--- src/rtl/fifo_pkg.sv ---
// Shared types for the FIFO read controller: FSM states, skid depth and the
// skid pointer helper.
package fifo_pkg;

  typedef enum logic [1:0] {
    IDLE  = 2'd0,
    READ  = 2'd1,
    DRAIN = 2'd2,
    DONE  = 2'd3
  } state_e;

  localparam int unsigned SKID_DEPTH = 3;
  localparam int unsigned OCC_W      = 2;

  function automatic logic [OCC_W-1:0] ptr_inc(input logic [OCC_W-1:0] p);
    return (p == OCC_W'(SKID_DEPTH - 1)) ? '0 : p + OCC_W'(1);
  endfunction

endpackage

--- src/rtl/fifo_rd_skid.sv ---
// 3-entry in-order skid buffer between the FIFO read port and the downstream
// valid/ready interface.
module fifo_rd_skid
  import fifo_pkg::*;
#(
  parameter int unsigned WIDTH = 8
) (
  input  logic             clk_i,
  input  logic             rst_i,
  input  logic             push,
  input  logic [WIDTH-1:0] push_data,
  input  logic             pop,
  output logic [WIDTH-1:0] head,
  output logic             nonempty,
  output logic [OCC_W-1:0] occupancy
);

  logic [WIDTH-1:0] mem_q [SKID_DEPTH];
  logic [WIDTH-1:0] mem_d [SKID_DEPTH];
  logic [OCC_W-1:0] wr_ptr_q, wr_ptr_d;
  logic [OCC_W-1:0] rd_ptr_q, rd_ptr_d;
  logic [OCC_W-1:0] occ_q, occ_d;
  logic             do_pop;

  always_comb begin
    mem_d    = mem_q;
    wr_ptr_d = wr_ptr_q;
    rd_ptr_d = rd_ptr_q;
    occ_d    = occ_q;
    do_pop   = pop && (occ_q != '0);
    if (push) begin
      mem_d[wr_ptr_q] = push_data;
      wr_ptr_d        = ptr_inc(wr_ptr_q);
    end
    if (do_pop) begin
      rd_ptr_d = ptr_inc(rd_ptr_q);
    end
    // Simultaneous push and pop leaves occupancy unchanged.
    case ({push, do_pop})
      2'b10:   occ_d = occ_q + OCC_W'(1);
      2'b01:   occ_d = occ_q - OCC_W'(1);
      default: occ_d = occ_q;
    endcase
  end

  always_ff @(posedge clk_i or posedge rst_i) begin
    if (rst_i) begin
      for (int unsigned i = 0; i < SKID_DEPTH; i++) begin
        mem_q[i] <= '0;
      end
      wr_ptr_q <= '0;
      rd_ptr_q <= '0;
      occ_q    <= '0;
    end else begin
      mem_q    <= mem_d;
      wr_ptr_q <= wr_ptr_d;
      rd_ptr_q <= rd_ptr_d;
      occ_q    <= occ_d;
    end
  end

  assign head      = mem_q[rd_ptr_q];
  assign nonempty  = (occ_q != '0);
  assign occupancy = occ_q;

endmodule

--- src/rtl/fifo_rd_ctrl.sv ---
// Burst read controller: drains burst_len_i words from a FIFO into a skid
// buffer feeding a valid/ready port. FIFO_RD_CTRL_TIMEOUT_EN adds an empty-stall abort.
module fifo_rd_ctrl
  import fifo_pkg::*;
#(
  parameter int unsigned WIDTH   = 8,
  parameter int unsigned LEN_W   = 8,
  parameter int unsigned TIMEOUT = 255
) (
  input  logic             clk_i,
  input  logic             rst_i,
  input  logic             start_i,
  input  logic [LEN_W-1:0] burst_len_i,
  input  logic             fifo_empty_i,
  input  logic [WIDTH-1:0] fifo_rdata_i,
  output logic             fifo_rd_en_o,
  output logic             m_valid_o,
  output logic [WIDTH-1:0] m_data_o,
  input  logic             m_ready_i,
  output logic             busy_o,
  output logic             done_o,
  output logic [LEN_W-1:0] count_o,
  output logic             timeout_o
);

  state_e           state_q, state_d;
  logic [LEN_W-1:0] len_q, len_d;
  logic [LEN_W-1:0] issued_q, issued_d;
  logic [LEN_W-1:0] count_q, count_d;
  logic             inflight_q;
  logic             rd_en;
  logic             xfer;
  logic             nonempty;
  logic [OCC_W-1:0] occ;
  logic             tmo_hit;

  // Reads are throttled on buffered plus in-flight words so the skid never overflows.
  assign rd_en = (state_q == READ) && !fifo_empty_i && (issued_q < len_q) &&
                 (({1'b0, occ} + {2'b00, inflight_q}) < 3'(SKID_DEPTH));
  assign xfer  = nonempty && m_ready_i;

`ifdef FIFO_RD_CTRL_TIMEOUT_EN
  localparam int unsigned TMO_W = $clog2(TIMEOUT + 1);

  logic [TMO_W-1:0] tmo_q, tmo_d;
  logic             timeout_q, timeout_d;

  always_comb begin
    tmo_d   = tmo_q;
    tmo_hit = 1'b0;
    if (state_q == READ) begin
      if (rd_en) begin
        tmo_d = '0;
      end else if (fifo_empty_i && (issued_q < len_q)) begin
        tmo_d = tmo_q + TMO_W'(1);
      end
      tmo_hit = (tmo_d == TMO_W'(TIMEOUT));
    end else begin
      tmo_d = '0;
    end
  end

  always_comb begin
    timeout_d = timeout_q;
    if (state_q == IDLE && start_i) begin
      timeout_d = 1'b0;
    end else if (state_q == READ && tmo_hit && (issued_d != len_q)) begin
      timeout_d = 1'b1;
    end
  end

  always_ff @(posedge clk_i or posedge rst_i) begin
    if (rst_i) begin
      tmo_q     <= '0;
      timeout_q <= 1'b0;
    end else begin
      tmo_q     <= tmo_d;
      timeout_q <= timeout_d;
    end
  end

  assign timeout_o = timeout_q;
`else
  assign tmo_hit   = 1'b0;
  assign timeout_o = 1'b0;
`endif

  always_comb begin
    state_d  = state_q;
    len_d    = len_q;
    issued_d = issued_q;
    count_d  = count_q;
    if (xfer) begin
      count_d = count_q + LEN_W'(1);
    end
    case (state_q)
      IDLE: begin
        if (start_i) begin
          len_d    = burst_len_i;
          issued_d = '0;
          count_d  = '0;
          state_d  = (burst_len_i == '0) ? DONE : READ;
        end
      end
      READ: begin
        if (rd_en) begin
          issued_d = issued_q + LEN_W'(1);
        end
        if (issued_d == len_q || tmo_hit) begin
          state_d = DRAIN;
        end
      end
      DRAIN: begin
        if (!nonempty && !inflight_q) begin
          state_d = DONE;
        end
      end
      DONE:    state_d = IDLE;
      default: state_d = IDLE;
    endcase
  end

  always_ff @(posedge clk_i or posedge rst_i) begin
    if (rst_i) begin
      state_q    <= IDLE;
      len_q      <= '0;
      issued_q   <= '0;
      count_q    <= '0;
      inflight_q <= 1'b0;
    end else begin
      state_q    <= state_d;
      len_q      <= len_d;
      issued_q   <= issued_d;
      count_q    <= count_d;
      inflight_q <= rd_en;
    end
  end

  fifo_rd_skid #(
    .WIDTH(WIDTH)
  ) u_skid (
    .clk_i    (clk_i),
    .rst_i    (rst_i),
    .push     (inflight_q),
    .push_data(fifo_rdata_i),
    .pop      (xfer),
    .head     (m_data_o),
    .nonempty (nonempty),
    .occupancy(occ)
  );

  assign fifo_rd_en_o = rd_en;
  assign m_valid_o    = nonempty;
  assign busy_o       = (state_q == READ) || (state_q == DRAIN);
  assign done_o       = (state_q == DONE);
  assign count_o      = count_q;

endmodule

--- config.mk ---
export PLATFORM = sky130hd
export DESIGN_NAME = fifo_rd_ctrl
export DESIGN_NICKNAME = d
export VERILOG_FILES = /design/src/rtl/fifo_pkg.sv /design/src/rtl/fifo_rd_skid.sv /design/src/rtl/fifo_rd_ctrl.sv
export SDC_FILE = /design/constraint.sdc
export NUM_CORES = 1
export LEC_CHECK = 0
export ABC_AREA = 1
export BUFFER_PORTS_ARGS = -buffer_cell sky130_fd_sc_hd__buf_2
export CORE_ASPECT_RATIO = 0.5
export CORE_MARGIN = 2
export CORE_UTILIZATION = 35
export CTS_BUF_LIST = sky130_fd_sc_hd__clkbuf_4 sky130_fd_sc_hd__clkbuf_8
export CTS_CLUSTER_SIZE = 8
export DETAILED_ROUTE_END_ITERATION = 12
export SLEW_MARGIN = 10
export SYNTH_ARGS = -nofsm -noshare
export SYNTH_HDL_FRONTEND = slang
export SYNTH_HIERARCHICAL = 1
export SYNTH_SLANG_ARGS = --single-unit
--- constraint.sdc ---
create_clock -name clk_i -period 4.2 [get_ports clk_i]
set_input_delay 0.63 -clock clk_i [delete_from_list [all_inputs] [get_ports clk_i]]
set_output_delay 0.63 -clock clk_i [all_outputs]
set_load 0.01 [all_outputs]
## Word-level counts from Yosys, hierarchy flattened

Cells that the tools add are included.

| word-level totals | value |
|---|---|
| input port bits | 21 |
| logic and storage cells | 76 |
| bits in registers | 57 |

| operators by class | value |
|---|---|
| reductions and logical operators | 19 |
| muxes and demuxes | 21 |
| eq/ne operators | 11 |
| order comparisons | 5 |
| bitwise operators | 2 |
| add/sub/neg operators | 7 |

Operator list:

| cell | number |
|---|---|
| 8-bit 2-to-1 mux | 9 |
| 24-bit bitwise mux | 1 |
| 8-bit by 1-bit adder with 8-bit output, second input constant | 2 |
| 8-bit binary-select mux with 2-bit select | 1 |
| 8-bit demux with 2-bit select | 1 |
| 8-bit case mux with 2 select lines | 1 |
| 2-bit 2-to-1 mux | 6 |
| 2-bit == test, second input constant | 5 |
| 8-bit == test | 1 |
| 8-bit zero test | 1 |
| 8-bit less-than comparator | 1 |
| 2-bit case mux with 4 select lines | 1 |
| 1-bit logical AND | 7 |
| 2-bit by 1-bit adder with 2-bit output, second input constant | 3 |
| 3-bit >= comparator, second input constant | 2 |
| 2-bit inverter with 3-bit output | 2 |
| 2-bit nonzero test | 3 |
| 2-bit by 1-bit == test with 1-bit output, second input constant | 2 |
| 2-bit inequality test, second input constant | 2 |
| 2-bit case mux with 2 select lines | 1 |
| 2-bit AND reduction | 2 |
| 2-bit by 1-bit adder with 3-bit output | 1 |
| 1-bit zero test | 3 |
| 3-bit by 1-bit less-than comparator with 1-bit output, second input constant | 1 |
| 6 further kinds | 6 |

## Depth between registers and ports, before layout

| depth | value |
|---|---|
| depth after elaboration | 9 |
| depth in mapped cells | 19 |
| gate-level depth less buffers | 19 |

## Cells and area by module

The synthesis kept the hierarchy.

Modules (own cells, without submodules):

| module | area an instance (µm²) | sequential area each (µm²) | instances | cells each |
|---|---|---|---|---|
| fifo_rd_ctrl | 1,974.4 | 675.6 | 1 | 278 |
| fifo_rd_skid | 1,365.1 | 750.7 | 1 | 156 |

## Worst setup path before layout

OpenSTA, ideal clock, no wires.

| timing | value |
|---|---|
| kind | reg2reg |
| start point | register inflight_q |
| end point | register state_q[0] |
| cell stages (with the launch flop) | 18 |
| data arrival time | 2.139 ns |
| data required time | 4.083 ns |
| path slack | 1.945 ns |
| library setup time | 0.117 ns |
| cell sequence | dfrtp_1 ha_1 ha_1 nand2_1 nand2_1 clkinv_1 nand3_4 nand2_1 nand2_1 nand2_1 nand2_1 nand2_1 nor2_1 nand2_1 nand2_2 nand2_2 nand2_1 nand2_1 |

| on the way | value |
|---|---|
| longest elaborated chain between the ends | 8 |

RTL lines:

| what | line | source |
|---|---|---|
| start: declaration | fifo_rd_ctrl.sv:30 | `logic inflight_q;` |
| start signal: assignment | fifo_rd_ctrl.sv:135 | `inflight_q <= rd_en;` |
| 2-bit by 1-bit adder with 3-bit output | fifo_rd_ctrl.sv:39 | `(({1'b0, occ} + {2'b00, inflight_q}) < 3'(SKID_DEPTH));` |
| 3-bit by 2-bit less-than comparator with 1-bit output | fifo_rd_ctrl.sv:39 |  |
| 1-bit logical AND | fifo_rd_ctrl.sv:38 | `assign rd_en = (state_q == READ) && !fifo_empty_i && (issued_q < len_q) &&` |
| 8-bit 2-to-1 mux | fifo_rd_ctrl.sv:106 | `if (rd_en) begin` |
| 8-bit 2-to-1 mux | fifo_rd_ctrl.sv:96 | `case (state_q)` |
| 8-bit == test | fifo_rd_ctrl.sv:109 | `if (issued_d == len_q \|\| tmo_hit) begin` |
| 2-bit by 1-bit inequality test with 1-bit output (no source line) | n/a |  |
| 3-bit AND reduction (no source line) (*) | n/a |  |
| end signal: assignment | fifo_rd_ctrl.sv:131 | `state_q <= state_d;` |
| end: declaration | fifo_rd_ctrl.sv:26 | `state_e state_q, state_d;` |

Mark *: on every way between the ends. The rest lies on a longest branch, timed or not. The select of a mux whose other input is x is not followed.
A chain may end at the register's enable or synchronous reset.

## Final worst setup path

| timing | value |
|---|---|
| start point | register inflight_q |
| end point | output port fifo_rd_en_o |

| on the way | value |
|---|---|
| longest elaborated chain between the ends | 3 |

RTL lines:

| what | line | source |
|---|---|---|
| 2-bit by 1-bit adder with 3-bit output | fifo_rd_ctrl.sv:39 |  |
| 3-bit by 2-bit less-than comparator with 1-bit output | fifo_rd_ctrl.sv:39 |  |
| 1-bit logical AND | fifo_rd_ctrl.sv:38 |  |
| end: declaration | fifo_rd_ctrl.sv:16 | `output logic fifo_rd_en_o,` |

No other way between the ends.

==> run metrics <==
filler-free cell count of the finished design=604; cell family with the largest share of critical-path delay=buffers and inverters; DRC Markers=0; Layout Skew=5.113 ps; GRT Overall Usage=16.46%; post-layout instance area=3856 um^2; vias post-DR=2827; CTS tree=yes; Final #Nets=515; worst slew pin tran=1011 ps; Final Worst Setup Slack=1216 ps; CTS resizes=0; Cell Area, Synth=3339 um^2; Ys Warns=6; CP required=3570 ps; vias per cell=4.680; sw power=1.238 mW; starting DRC count in detailed routing=133; status=completed; grt met3 use=5.643%; antenna violations before repair=0; Clk Latency, worst-skew pair=350 ps; dominant synthesized flop cell=dfrtp_1; Initial Util=35.71%; crit path capture type=primary output; Antenna Nets Post-Route=0; first drt pass iteration count=5; I/O pin count=42; Post-CTS Hold Fix Bufs=0; Mean Syn Cell Area=7.695 um^2; Worst Hold Class=input pin to asynchronous set/reset pin; Area growth, synth to finish=15.47%; RD Place Congestion=0.8587; worst hold margin=263.4 ps; Async SR Flop Fraction=100.0%; Lkg Pwr=2.033 nW; sequential power share=33.8%; final setup TNS=0 ps; clock tree root driver cell=clkbuf_8; worst path cell trace=ha_1, ha_1, nand2_1, nand2_1, clkinv_1, nand3_4, inv_1, buf_2; gr ovfl total=0; num rows=25; Pins Over Slew Limit=0; DIE WIDTH=142.1 um; top cell type's share of synthesized area=42.71%; cells after synthesis=434; area post-placement=3627 um^2; met1 GRT Util=21.95%; Critical Path AT=2350 ps; TritonCTS Sinks=57; cts bufs inserted=9; Synth Register Bits=57; Pint=1.610 mW; grt met2 use=25.98%; Die H=73.07 um; vias in the first global route=2583; Switching Fraction=43.47%; Comb pwr share=45.3%; layer with the highest usage=met2; Power Total=2.848 mW; layout cells sized above 1=16.56%; number of synthesized flops with an enable pin=0; leading area contributor after synthesis=dfrtp_1; Place WS=1611 ps; placed cell count=588; Syn Nets=471; Tmin final=2984 ps; Crit Path Max Fanout=10; largest net degree at the start of global routing=28; antenna cells=0; RSZ-0062 raised after global routing=no; Crit path largest cell delay=490 ps; Longest Clk Path Bufs=2; Final setup viols=0; Clk pin slew, worst setup/hold paths=70 ps; number of library cell types mapped by synthesis=30; Finished Core Util=41.23%; Final Hold Viols=0; core area=9353 um^2; Max-slew headroom=32.20%; CP Class=register to primary output; number of max-cap violations=0; pwr/cell area=738.4 nW/um^2; most common cell after layout, fill and taps aside=nand2_1; Die ar.=10390 um^2; CP Launch Type=register; first-pass GRT wire length=12970 um; Wirelength per Cell=12.61 um; Post-DP HPWL=5425 um; IO buf count=40; most frequent cells in the layout=nand2_1, inv_1, dfrtp_1; power share of the clock group=20.9%; Slowest-stage cell, CP=dfrtp_1; WP buf/inv=3; post-synthesis sequential area ratio=42.71%; Total Wirelength=7618 um; CTS HTree Levels=3; Setup Buffers After CTS=0; crit share post-route=71.05%; synth top area cells=dfrtp_1, nand2_1, inv_1; fmax=0.3351 GHz; worst vdd ir=0.0003220 V
cells in the mapped netlist (2+ instances only):
cell	instances
nand2_1	137
inv_1	66
dfrtp_1	57
nand3_1	33
o21ai_0	22
nor2_1	20
ha_1	16
nand4_1	16
o21ai_1	10
o21ai_2	8
o22ai_1	8
a21oi_1	6
buf_6	5
nand2_2	4
xor2_1	4
nor2_2	3
nor3_1	3
clkbuf_1	2
nand3_2	2
nand3_4	2
worst reg2reg max path, cell delays in order (launching register included):
cell and delay (ps):
dfrtp_1 490, ha_1 250, ha_1 260, nand2_1 50
nand2_1 150, clkinv_1 300, nand3_4 270, nand2_1 90
nand2_1 90, nand2_1 50, nand2_1 50, nand2_1 50
nor2_1 80, nand2_1 80, nand2_2 80, nand2_2 50
nand2_1 50, nand2_1 60
sequential cells by signal, summed over array words and instances, names as in the netlist:
signal and cells:
len_q 8, count_o 8, inflight_q 1, state_q 2, u_skid/wr_ptr_q 2, u_skid/occupancy 2
issued_q 8, u_skid/mem_q 24, u_skid/rd_ptr_q 2
per-layer routing:
metal  share of wire, %  up-vias
met5                  0        -
met4               0.50        0
met3                5.0        7
met2                 46       70
met1                 49     1267
li1                   -     1483
power by group through the flow:
stage,Combinational [mW],Sequential (mW),Clock [mW]
floorplan,0.990,0.924,0
global placement,1.28,0.963,0
detailed placement,1.29,0.969,0
CTS,1.30,0.963,0.617
global route,1.49,0.998,0.646
finish,1.29,0.963,0.594
cells by family (layout without fill, tap and decap cells):
group                    count (synthesis)  after routing  synth area share, %
buffers and inverters                   75            124                9.667
XOR/XNOR                                 5              5                1.311
AND/OR/NAND/NOR                        224            224                30.42
other                                    1              1               0.1123
AO/OA/AOI/OAI                           56             56                9.779
flip-flops                              57             57                42.71
adder cells (fa/ha/maj)                 16             16                5.995
path summary, 6_finish.rpt:
check / startpoint / end / slack, ps / cells past startpoint
max: inflight_q / fifo_rd_en_o / 1220 / 8
min: rst_i / u_skid/wr_ptr_q[0] / 260 / 2
max reg2reg: inflight_q / state_q[0] / 1570 / 17
min reg2reg: count_o[7] / count_o[7] / 470 / 1
max in group asynchronous: rst_i / u_skid/mem_q[1] / 3330 / 3
min in group clk_i: count_o[7] / count_o[7] / 470 / 1
area by class of cell:
class | instances | area [um^2]
Timing Repair Buffer | 41 | 207.7
Sequential cell | 57 | 1426
Clock buffer | 11 | 151.4
Clock inverter | 5 | 77.57
Inverter | 67 | 251.5
Multi-Input combinational cell | 302 | 1590
Fill cell | 957 | 5497
Tap cell | 121 | 151.4
(Power assumes the default switching activity.)
